### config.mk
export PLATFORM = sky130hd
export DESIGN_NAME = updown_mod_counter_flat
export DESIGN_NICKNAME = d
export VERILOG_FILES = /design/src/rtl/updown_mod_counter_if.sv /design/src/rtl/updown_mod_counter.sv /design/src/flat_wrapper.sv
export SDC_FILE = /design/constraint.sdc
export NUM_CORES = 1
export LEC_CHECK = 0
export ABC_CLOCK_PERIOD_IN_PS = 1700
export BUFFER_PORTS_ARGS = -buffer_cell sky130_fd_sc_hd__buf_2
export CAP_MARGIN = 20
export CELL_PAD_IN_SITES_DETAIL_PLACEMENT = 1
export CELL_PAD_IN_SITES_GLOBAL_PLACEMENT = 2
export CORE_ASPECT_RATIO = 1.1
export CORE_UTILIZATION = 25
export CTS_BUF_LIST = sky130_fd_sc_hd__clkbuf_4
export CTS_CLUSTER_SIZE = 28
export DETAILED_ROUTE_END_ITERATION = 6
export PLACE_DENSITY = 0.82
export SLEW_MARGIN = 20
export SYNTH_ARGS = -nofsm -noshare
export SYNTH_HDL_FRONTEND = slang
export SYNTH_SLANG_ARGS = --single-unit
### constraint.sdc
create_clock -name clk -period 1.7 [get_ports clk]
set_clock_uncertainty 0.05 [all_clocks]
set_input_delay 0.34 -clock clk [delete_from_list [all_inputs] [get_ports clk]]
set_output_delay 0.34 -clock clk [all_outputs]
set_load 0.02 [all_outputs]
### src/rtl/updown_mod_counter_if.sv
// Control and status bundle for updown_mod_counter. The width n must match
// the counter instance it is bound to.
interface updown_mod_counter_if #(
   parameter int n = 6
);
   logic         clr;
   logic         en;
   logic         up;
   logic         ld;
   logic [n-1:0] initld;
   logic [n-1:0] cnt;
   logic         co;
   logic         ovf;

   modport master (
      output clr, en, up, ld, initld,
      input  cnt, co, ovf
   );

   modport slave (
      input  clr, en, up, ld, initld,
      output cnt, co, ovf
   );
endinterface

### src/rtl/updown_mod_counter.sv
// Up/down modulo counter with programmable terminal value, wrap or saturate
// at the boundary, sticky overflow and a combinational cascade carry-out.
module updown_mod_counter #(
   parameter int          n        = 6,
   parameter int unsigned MAX      = (1 << n) - 1,
   parameter bit          SATURATE = 1'b0
) (
   input  logic                 clk,
   input  logic                 rst,
   updown_mod_counter_if.slave  bus
);

   localparam logic [n-1:0] max_v = MAX[n-1:0];

   logic [n-1:0] cnt_q;
   logic         ovf_q;
   logic         at_max;
   logic         at_zero;
   logic         at_bound;

   // Boundary tests are on the current value, so MAX = 2**n-1 never overflows.
   assign at_max   = (cnt_q == max_v);
   assign at_zero  = (cnt_q == '0);
   assign at_bound = bus.up ? at_max : at_zero;

   assign bus.co  = bus.en & ~bus.ld & ~bus.clr & ~rst & at_bound;
   assign bus.cnt = cnt_q;
   assign bus.ovf = ovf_q;

   always_ff @(posedge clk) begin
      if (rst || bus.clr) begin
         cnt_q <= '0;
         ovf_q <= 1'b0;
      end else if (bus.ld) begin
         cnt_q <= (bus.initld > max_v) ? max_v : bus.initld;
         ovf_q <= 1'b0;
      end else if (bus.en) begin
         if (at_bound) begin
            ovf_q <= 1'b1;
            if (!SATURATE) begin
               cnt_q <= bus.up ? '0 : max_v;
            end
         end else begin
            cnt_q <= bus.up ? cnt_q + 1'b1 : cnt_q - 1'b1;
         end
      end
   end

endmodule
### src/flat_wrapper.sv
// flat-port wrapper written by rule: the top's interface ports become plain ports
module updown_mod_counter_flat 
#(
   parameter int          n        = 6,
   parameter int unsigned MAX      = (1 << n) - 1,
   parameter bit          SATURATE = 1'b0
)
  (clk, rst, bus_clr, bus_en, bus_up, bus_ld, bus_initld, bus_cnt, bus_co, bus_ovf);
  updown_mod_counter_if #(.n(n)) bus_i ();
  input  logic clk;
  input  logic rst;
  input wire logic [$bits(bus_i.clr)-1:0] bus_clr;
  input wire logic [$bits(bus_i.en)-1:0] bus_en;
  input wire logic [$bits(bus_i.up)-1:0] bus_up;
  input wire logic [$bits(bus_i.ld)-1:0] bus_ld;
  input wire logic [$bits(bus_i.initld)-1:0] bus_initld;
  output wire logic [$bits(bus_i.cnt)-1:0] bus_cnt;
  output wire logic [$bits(bus_i.co)-1:0] bus_co;
  output wire logic [$bits(bus_i.ovf)-1:0] bus_ovf;
  assign bus_i.clr = bus_clr;
  assign bus_i.en = bus_en;
  assign bus_i.up = bus_up;
  assign bus_i.ld = bus_ld;
  assign bus_i.initld = bus_initld;
  assign bus_cnt = bus_i.cnt;
  assign bus_co = bus_i.co;
  assign bus_ovf = bus_i.ovf;
  updown_mod_counter #(.n(n), .MAX(MAX), .SATURATE(SATURATE)) u_core (.clk(clk), .rst(rst), .bus(bus_i));
endmodule
==> summary.md, run 1 <==
| Metric | Value |
|---|---|
| Placed cells | `132` |
| RSZ-0062 raised after global routing | `true` |
| Hold buffers post-CTS | `0` |
| Failing checks | `negative setup slack` |
| Pleak | `0.4765 nW` |
| Slew HR | `0.7853` |
| Endpoints failing setup | `5` |
| Met2 Track Usage GR | `0.3685` |
| Die ar. | `0.002566 mm²` |
| Placed inst area | `858.3 µm²` |
| First-pass GRT wire length | `3567 µm` |
| Inserted Diodes | `0` |
| Synth-to-layout area growth | `70.82%` |
| Number of global-route vias before repair | `732` |
| Highest-count cells in the layout ignoring fill and taps | `buf_2 (18), buf_4 (17)` |
| Setup tns final | `-752.6 ps` |
| Achievable Freq | `0.5047 GHz` |
| # H-tree levels | `1` |
| Core Area | `0.002252 mm²` |
| TritonCTS buffer count | `3` |
| Seq/Total Area, Yosys | `0.2368` |
| # rows | `18` |
| Mapped Area | `591.8 µm²` |
| Worst EP required | `1310 ps` |
| Mapped Cells | `71` |
| Net Sw Frac | `0.3396` |
| Share of cells above drive strength 1 | `0.5946` |
| Final Max Slew Viols | `0` |
| HP Class | `primary input to flip-flop` |
| Commonest non-fill, non-tap cell in the layout | `buf_2` |
| CTS tree | `yes` |
| Max VDD drop | `303.2 µV` |
| Total GRT Usage | `0.1893` |
| Buffers on Ports | `19` |
| Final setup margin | `-281.5 ps` |
| Tcrit/Tclk final | `1.166` |
| Initial antenna violation count | `0` |
| Status | `finished with violations` |
| Die H | `53.03 µm` |
| Die Span X | `48.39 µm` |
| Synth unique cells | `32` |
| Overflow after GRT | `0` |
| Setup WS pre-CTS | `-312.6 ps` |
| CP arrival | `1590 ps` |
| WL/cell | `15.97 µm` |
| Crit end category | `primary output` |
| Final GP Congestion | `0.7892` |
| Starting DRT DRC Count | `4` |
| Clock slew at the register clock pins of the worst setup and hold paths | `50 ps` |
| Final hold viol count | `0` |
| Final wirelength | `2252 µm` |
| Ports | `20` |
| CP Max Fanout | `3` |
| Number of synthesized register bits | `7` |
| Switch Pwr | `204.0 µW` |
| Comb power frac | `0.398` |
| Syn_nets | `88` |
| Routed Antenna Nets | `0` |
| Maximum clock path buffer count | `2` |
| Skew-Pair Late Insertion Delay | `260 ps` |
| Slew of the pin with the lowest slew margin | `319.6 ps` |
| Crit Path Class | `flip-flop to primary output` |
| Clock Power Share | `0.297` |
| Reg power frac | `0.305` |
| Synth Warn # | `0` |
| DPL Wire Length | `1556 µm` |
| Most used routing layer | `met2` |
| Int Pwr | `396.6 µW` |
| Post-DR vias/cell | `5.007` |
| Starting density of the core | `0.2628` |
| DRC viols | `0` |
| Mapped Avg Cell Area | `8.335 µm²` |
| Pre-antenna DRT Iters | `3` |
| Ys async rst share | `0` |
| Fin cells | `141` |
| Vias | `706` |
| Post-route design area | `0.001011 mm²` |
| Pwr per Cell Area | `594.1 mW/mm²` |
| Top_reg_cell synth | `dfxtp_1` |
| Maxcap violations | `0` |
| Critical Path Source Type | `flip-flop` |
| CTS Sinks | `7` |
| Layout Nets | `129` |
| GRT met3 Usage | `0.01437` |
| EDFF count, synth | `0` |
| Crit path time final | `1982 ps` |
| GR met1 Demand/Resource | `0.2116` |
| Root Driver | `clkbuf_4` |
| Largest net degree at the start of global routing | `12` |
[cell type report]
cell class | count | area, µm²
clock buffer | 4 | 30.03
fill | 275 | 1241
inverter | 4 | 15.01
multi-input combinational | 57 | 515.5
sequential | 7 | 150.1
tap | 30 | 37.54
timing repair buffer | 39 | 262.8
[registers in the layout, indices dropped and copies added (netlist names)]
name,cells
u_core.bus.cnt,6
u_core.bus.ovf,1
[Yosys cell counts, drive strengths merged (3+ instances only)]
master	number	area share
a211oi	4	0.051
a21oi	5	0.042
clkbuf	3	0.019
dfxtp	7	0.24
ha	4	0.085
inv	4	0.025
nor2	4	0.025
nor3	5	0.042
o21ai	5	0.042
or3	4	0.042
[worst paths after layout]
check	from	end	slack [ps]	depth (start not counted)
worst max-delay path	u_core.bus.cnt[0]$_SDFFE_PP0P_	bus_co	-280	5
worst min-delay path	bus_initld[0]	u_core.bus.cnt[0]$_SDFFE_PP0P_	260	3
worst max register to register	u_core.bus.cnt[0]$_SDFFE_PP0P_	u_core.bus.cnt[4]$_SDFFE_PP0P_	-220	7
worst min register to register	u_core.bus.ovf$_SDFFE_PP0P_	u_core.bus.ovf$_SDFFE_PP0P_	410	2
[repair_timing]
action                     in CTS  in global routing
setup buffers                   4                  3
hold endpoints to repair        0                  0
resized for setup              13                  8
setup endpoints to repair       4                  6
pin swaps                       6                  4
[power groups by stage]
stage / combinational (mW) / sequential, mW / clock [mW]
after global placement: 0.181 / 0.186 / 0
after detailed placement: 0.186 / 0.187 / 0
after CTS: 0.221 / 0.182 / 0.182
final: 0.239 / 0.183 / 0.179
after floorplan: 0.0985 / 0.196 / 0
after global routing: 0.258 / 0.184 / 0.194
[metal layers]
| layer | share of wire | vias to the layer above |
|---|---|---|
| met4 | 0.012 | 0 |
| met2 | 0.54 | 11 |
| met1 | 0.43 | 346 |
| met3 | 0.019 | 3 |
| met5 | 0 | - |
| li1 | - | 346 |
[kinds of logic after synthesis]
group                      synth area share
DFF                                  0.2368
adders and majority gates            0.1184
xor gates and xnor gates            0.04441
and+or+nand+nor                      0.2220
AOI/OAI and AO/OA                    0.3171
muxes                               0.01691
buffers and inverters               0.04439
[critical path, cell delays in order, from the launching register on]
cell and delay, ps:
dfxtp_4 350, or4_4 510, nor2_4 120, o21ai_2 90, nor3_4 130, buf_6 140
[through the flow]
| stage | util | hold slack [ps] | power, mW |
|---|---|---|---|
| final | 0.4489 | 256.4 | 0.6006 |
| after global routing | 0.4489 | 261.2 | 0.6354 |
| after CTS | 0.4311 | 255.4 | 0.5857 |
| after detailed placement | 0.3811 | 397.7 | 0.3725 |
| after global placement | 0.3811 | 390.8 | 0.3671 |
| after floorplan | - | 415.6 | 0.2945 |
(Power assumes the default switching activity.)
==> inputs of run 2 (changes only) <==
ABC_CLOCK_PERIOD_IN_PS = 2350   (was 1700)
CORE_UTILIZATION = 30   (was 25)
PLACE_DENSITY = 0.92   (was 0.82)
clock period = 2.35 ns   (was 1.7 ns; I/O delays follow)
==> summary.md, run 2 (same netlist as run 1, synthesis figures left out) <==
| Metric | Value |
|---|---|
| Status | `finished, final reports clean` |
| Skew-Pair Late Insertion Delay | `250 ps (about the same)` |
| TritonCTS buffer count | `3 (unchanged)` |
| Starting density of the core | `0.3249 (+0.06208)` |
| Crit path buf inv count | `1 (unchanged)` |
| First-pass GRT wire length | `2946 µm (-17%)` |
| Setup tns final | `0 ps (+752.6 ps)` |
| Power consumption | `368.0 µW (-39%)` |
| Clock slew at the register clock pins of the worst setup and hold paths | `60 ps (about the same)` |
| Total GRT Usage | `0.1772 (-0.01212)` |
| Crit path largest cell delay | `570 ps (+60 ps)` |
| Crit path time final | `2245 ps` |
| Switch Pwr | `117.2 µW (-43%)` |
| Maxcap violations | `0 (unchanged)` |
| Depth of the worst hold-timing path | `3 (unchanged)` |
| Starting DRT DRC Count | `4 (unchanged)` |
| Layout Nets | `110 (-15%)` |
| Pwr per Cell Area | `479.1 mW/mm² (-19%)` |
| Placed inst area | `709.4 µm² (-17%)` |
| Slowest cell on crit path | `or4_4` |
| Crit Path Class | `flip-flop to primary output` |
| Max FFs per register | `6 (unchanged)` |
| Ports | `20 (unchanged)` |
| Endpoints failing setup | `0 (-5)` |
| Final Max Slew Viols | `0 (unchanged)` |
| Highest-count cells in the layout ignoring fill and taps | `buf_2 (19), a21oi_1 (5), dfxtp_1 (5)` |
| Final GP Congestion | `0.8566 (+8.5%)` |
| Routed Antenna Nets | `0 (unchanged)` |
| Initial antenna violation count | `0 (unchanged)` |
| Buffers on Ports | `19 (unchanged)` |
| Pleak | `0.3662 nW (-23%)` |
| Final hold viol count | `0 (unchanged)` |
| Overflow after GRT | `0 (unchanged)` |
| Critical Path Source Type | `flip-flop` |
| HP Class | `primary input to flip-flop` |
| Cell family contributing the most delay on the critical path | `simple AND/OR/NAND/NOR gates` |
| CP arrival | `1730 ps (+140 ps)` |
| # H-tree levels | `1 (unchanged)` |
| Inserted Diodes | `0 (unchanged)` |
| Tcrit/Tclk final | `0.9555` |
| CTS tree | `yes` |
| Root Driver | `clkbuf_4` |
| Maximum clock path buffer count | `2 (unchanged)` |
| Post-route design area | `768.2 µm² (-24%)` |
| # rows | `16 (-2)` |
| Hold buffers post-CTS | `0 (unchanged)` |
| Comb power frac | `0.302 (-0.096)` |
| Clock Power Share | `0.331 (+0.034)` |
| Reg power frac | `0.367 (+0.062)` |
| Final wirelength | `1670 µm (-26%)` |
| Worst path depth | `5 (unchanged)` |
| Number of global-route vias before repair | `664 (-9.3%)` |
| Worst EP required | `1830 ps (+520 ps)` |
| CTS Sinks | `7 (unchanged)` |
| Net Sw Frac | `0.3186 (-0.02105)` |
| Commonest non-fill, non-tap cell in the layout | `buf_2` |
| Slew HR | `0.7413 (-0.04398)` |
| Largest net degree at the start of global routing | `12 (unchanged)` |
| Pre-antenna DRT Iters | `3 (unchanged)` |
| Die H | `48.59 µm (-8.4%)` |
| Die Span X | `44.35 µm (-8.3%)` |
| Fin Hold WS | `399.3 ps (+142.9 ps)` |
| Crit end category | `primary output` |
| Die ar. | `0.002155 mm² (-16%)` |
| Critical path, cell by cell | `or4_4 > nor2_4 > o21ai_2 > nor3_2 > buf_2` |
| DRC viols | `0 (unchanged)` |
| Int Pwr | `250.8 µW (-37%)` |
| Max VDD drop | `230.5 µV (-24%)` |
| DPL Wire Length | `1322 µm (-15%)` |
| RSZ-0062 raised after global routing | `false` |
| Reg2reg path depth | `5 (-2)` |
| Achievable Freq | `0.4454 GHz` |
| Slew of the pin with the lowest slew margin | `378.2 ps (+58.65 ps)` |
| Core Area | `0.001822 mm² (-19%)` |
| CP Max Fanout | `7 (+4)` |
| WL/cell | `14.03 µm (-12%)` |
| Share of cells above drive strength 1 | `0.3913 (-0.2033)` |
| Synth-to-layout area growth | `29.81%` |
| Vias | `630 (-11%)` |
| Post-DR vias/cell | `5.294 (+5.7%)` |
## run 2: cell types whose count changed in the layout (fill, tap and decap cells not counted), sizes merged
cell	before	now
buf	39	20
## run 2: area by class of cell
| class | count | area, µm² |
|---|---|---|
| Fill cell | 223 | 1054 |
| Multi-Input combinational cell | 57 | 441.7 |
| Sequential cell | 7 | 145.1 |
| Timing Repair Buffer | 20 | 102.6 |
| Tap cell | 27 | 33.78 |
| Clock buffer | 4 | 30.03 |
| Inverter | 4 | 15.01 |
## run 2: per-layer routing
metal  wire (µm)  up-vias  share of wire  global-route usage
met3          44        5          0.026             0.01119
met4          30        0          0.018             0.06061
li1            -      310              -                   -
met2         813       13           0.49              0.2843
met5           0        -              0                   0
met1         782      302           0.47              0.2455
## run 2: worst paths after layout
check,from,to,slack (ps)
worst min-delay path,bus_initld[0],u_core.bus.cnt[0]$_SDFFE_PP0P_,400
worst max-delay path,u_core.bus.cnt[0]$_SDFFE_PP0P_,bus_co,100
worst max register to register,u_core.bus.cnt[1]$_SDFFE_PP0P_,u_core.bus.cnt[5]$_SDFFE_PP0P_,460
worst min register to register,u_core.bus.ovf$_SDFFE_PP0P_,u_core.bus.ovf$_SDFFE_PP0P_,420
## run 2: metrics by stage
step	utilization	instances	setup WS, ps
floorplan	-	71	142.2
global route	0.4217	119	20.30
global placement	0.3894	114	195.4
detailed placement	0.3894	114	103.9
finish	0.4217	119	104.6
CTS	0.4128	118	9.809
## run 2: power by group through the flow
stage | combinational (mW) | sequential (mW) | clock, mW
6_report | 0.111 | 0.135 | 0.122
5_1_grt | 0.123 | 0.136 | 0.136
4_1_cts | 0.108 | 0.135 | 0.124
3_5_place_dp | 0.104 | 0.137 | 0
3_3_place_gp | 0.0997 | 0.137 | 0
2_1_floorplan | 0.0655 | 0.142 | 0
## run 2: repair_timing
action / in CTS / in global routing
endpoints found under the hold margin: 0 / 0
pin swaps: 2 / 2
setup endpoints to repair: 1 / 1
buffers inserted: 0 / 1
gates resized for setup: 6 / 2
## run 2: tightest hold or removal path, stage by stage
cell     delay, ps
buf_2           90
nand2_1         50
a21oi_1         50
==> inputs of run 3 (changes only) <==
CORE_UTILIZATION = 29   (was 30)
PLACE_DENSITY = 0.89   (was 0.92)
==> summary.md, run 3 (same netlist as run 1, synthesis figures left out) <==
| Metric | Value |
|---|---|
| Setup tns final | `0 ps (unchanged)` |
| FF+latch area | `140.1 µm² (-3.4%)` |
| Crit Path Class | `flip-flop to primary output` |
| HP Class | `primary input to flip-flop` |
| Die H | `49.38 µm (+1.6%)` |
| Pwr per Cell Area | `483.4 mW/mm² (+0.90%)` |
| Final GP Congestion | `0.7603 (-11%)` |
| Layout fillers | `244 (+9.4%)` |
| Pleak | `0.3698 nW (+0.98%)` |
| Layout Utilization | `0.4137 (-0.007980)` |
| CP arrival | `1710 ps (-20 ps)` |
| Multi-input logic area | `432.9 µm² (-2.0%)` |
| Post-DR vias/cell | `5.058 (-4.5%)` |
| Starting DRT DRC Count | `3 (-1)` |
| # rows | `16 (unchanged)` |
| Slew of the pin with the lowest slew margin | `361.6 ps (-16.64 ps)` |
| Largest net degree at the start of global routing | `12 (unchanged)` |
| Clock slew at the register clock pins of the worst setup and hold paths | `60 ps (about the same)` |
| Ports | `20 (unchanged)` |
| Inserted Diodes | `0 (unchanged)` |
| First-pass GRT wire length | `2739 µm (-7.0%)` |
| Highest-count cells in the layout ignoring fill and taps | `buf_2 (19), dfxtp_1 (7), nor3_1 (5), a21oi_1 (5)` |
| Crit path time final | `2227 ps (-18.04 ps)` |
| # H-tree levels | `1 (unchanged)` |
| Slowest cell on crit path | `or4_4` |
| DPL Wire Length | `1287 µm (-2.7%)` |
| Routed Antenna Nets | `0 (unchanged)` |
| Crit path largest cell delay | `540 ps (-30 ps)` |
| Layout Nets | `111 (+0.91%)` |
| Root Driver | `clkbuf_4` |
| Buffers on Ports | `19 (unchanged)` |
| Core Area | `0.001842 mm² (+1.1%)` |
| Max VDD drop | `244.5 µV (+6.1%)` |
| Die Span X | `45.07 µm (+1.6%)` |
| Vias | `607 (-3.7%)` |
| Synth-to-layout area growth | `28.75%` |
| Final Max Slew Viols | `0 (unchanged)` |
| Share of cells above drive strength 1 | `0.3548 (-0.03647)` |
| Tcrit/Tclk final | `0.9478 (-0.007675)` |
| Starting density of the core | `0.3213 (-0.003531)` |
| Final wirelength | `1611 µm (-3.5%)` |
| Status | `finished, final reports clean` |
| WL/cell | `13.43 µm (-4.3%)` |
| R2R setup slack | `330 ps (-130 ps)` |
| Total GRT Usage | `0.1663 (-0.01087)` |
| Final hold viol count | `0 (unchanged)` |
| Max FFs per register | `6 (unchanged)` |
| Pre-antenna DRT Iters | `4 (+1)` |
| Endpoints failing setup | `0 (unchanged)` |
| Skew-Pair Late Insertion Delay | `260 ps (about the same)` |
| Slew HR | `0.7527 (+0.01138)` |
| Worst EP required | `1830 ps (about the same)` |
| Maximum clock path buffer count | `2 (unchanged)` |
| Critical Path Source Type | `flip-flop` |
| CTS tree | `yes` |
| Commonest non-fill, non-tap cell in the layout | `buf_2` |
| RSZ-0062 raised after global routing | `false` |
| CP Max Fanout | `7 (unchanged)` |
| Die ar. | `0.002226 mm² (+3.3%)` |
| Maxcap violations | `0 (unchanged)` |
| Hold buffers post-CTS | `0 (unchanged)` |
| Overflow after GRT | `0 (unchanged)` |
| TritonCTS buffer count | `3 (unchanged)` |
| CTS Sinks | `7 (unchanged)` |
| Initial antenna violation count | `0 (unchanged)` |
| Number of global-route vias before repair | `643 (-3.2%)` |
| DRC viols | `0 (unchanged)` |
| Crit end category | `primary output` |
| Critical path, cell by cell | `or4_4 > nor2_4 > o21ai_1 > nor3_1 > buf_2` |
| Achievable Freq | `0.4490 GHz (+0.81%)` |
## run 3: cell types whose count changed in the layout (fill, tap and decap cells not counted)
cell / previous run / this run
dfxtp_1: 5 / 7
buf_4: 1 / 2
dfxtp_4: 1 / 0
dfxtp_2: 1 / 0
nor3_2: 1 / 0
o21ai_2: 1 / 0
o21ai_1: 0 / 1
nor3_1: 4 / 5
## run 3: layer usage
metal,GRT usage,share of wire,vias to the layer above
met4,0.1010,0.0087,0
met2,0.2609,0.48,18
met5,0,0,-
li1,-,-,308
met3,0.01852,0.043,4
met1,0.2104,0.47,277
## run 3: final timing paths
check,from,end,depth (start not counted)
min reg2reg,u_core.bus.ovf$_SDFFE_PP0P_,u_core.bus.ovf$_SDFFE_PP0P_,2
max,u_core.bus.cnt[5]$_SDFFE_PP0P_,bus_co,5
max reg2reg,u_core.bus.cnt[0]$_SDFFE_PP0P_,u_core.bus.cnt[4]$_SDFFE_PP0P_,6
min,bus_initld[0],u_core.bus.cnt[0]$_SDFFE_PP0P_,3
## run 3: through the flow
step	worst slack, ps	cell area, µm²	power, mW	hold slack [ps]	std cells
4_1_cts	41.86	754.5	0.3700	390.5	120
6_report	122.6	762.0	0.3683	398.3	120
3_3_place_gp	174.9	724.4	0.2397	393.6	116
5_1_grt	6.962	762.0	0.3964	412.5	120
2_1_floorplan	142.2	591.8	0.2077	480.7	71
3_5_place_dp	162.8	724.4	0.2421	403.5	116
## run 3: area by class of cell
class,instances,share of cell area
clock buffers,4,0.03941
multi-input cells,57,0.5681
repair buffers,21,0.1445
flip-flops and latches,7,0.1839
well taps,27,0.04433
inverters,4,0.01970
## run 3: worst max-delay path: cells and delay by family, from the launching register on
| family | cells | cell delay, ps |
|---|---|---|
| AO/OA/AOI/OAI | 1 | 100 |
| buffers and inverters | 1 | 180 |
| flip-flops | 1 | 380 |
| AND/OR/NAND/NOR | 3 | 790 |
## run 3: timing repair
item                                    4_1_cts  5_1_grt
setup buffers                                 0        0
endpoints found under the setup margin        0        1
gates resized for setup                       0        3
## run 3: where the power goes
part	internal, mW	leakage (nW)	switching (mW)
Clock	0.0766	0.0184	0.0489
Sequential	0.125	0.0574	0.00859
Combinational	0.0492	0.294	0.0600
Total	0.251	0.370	0.118
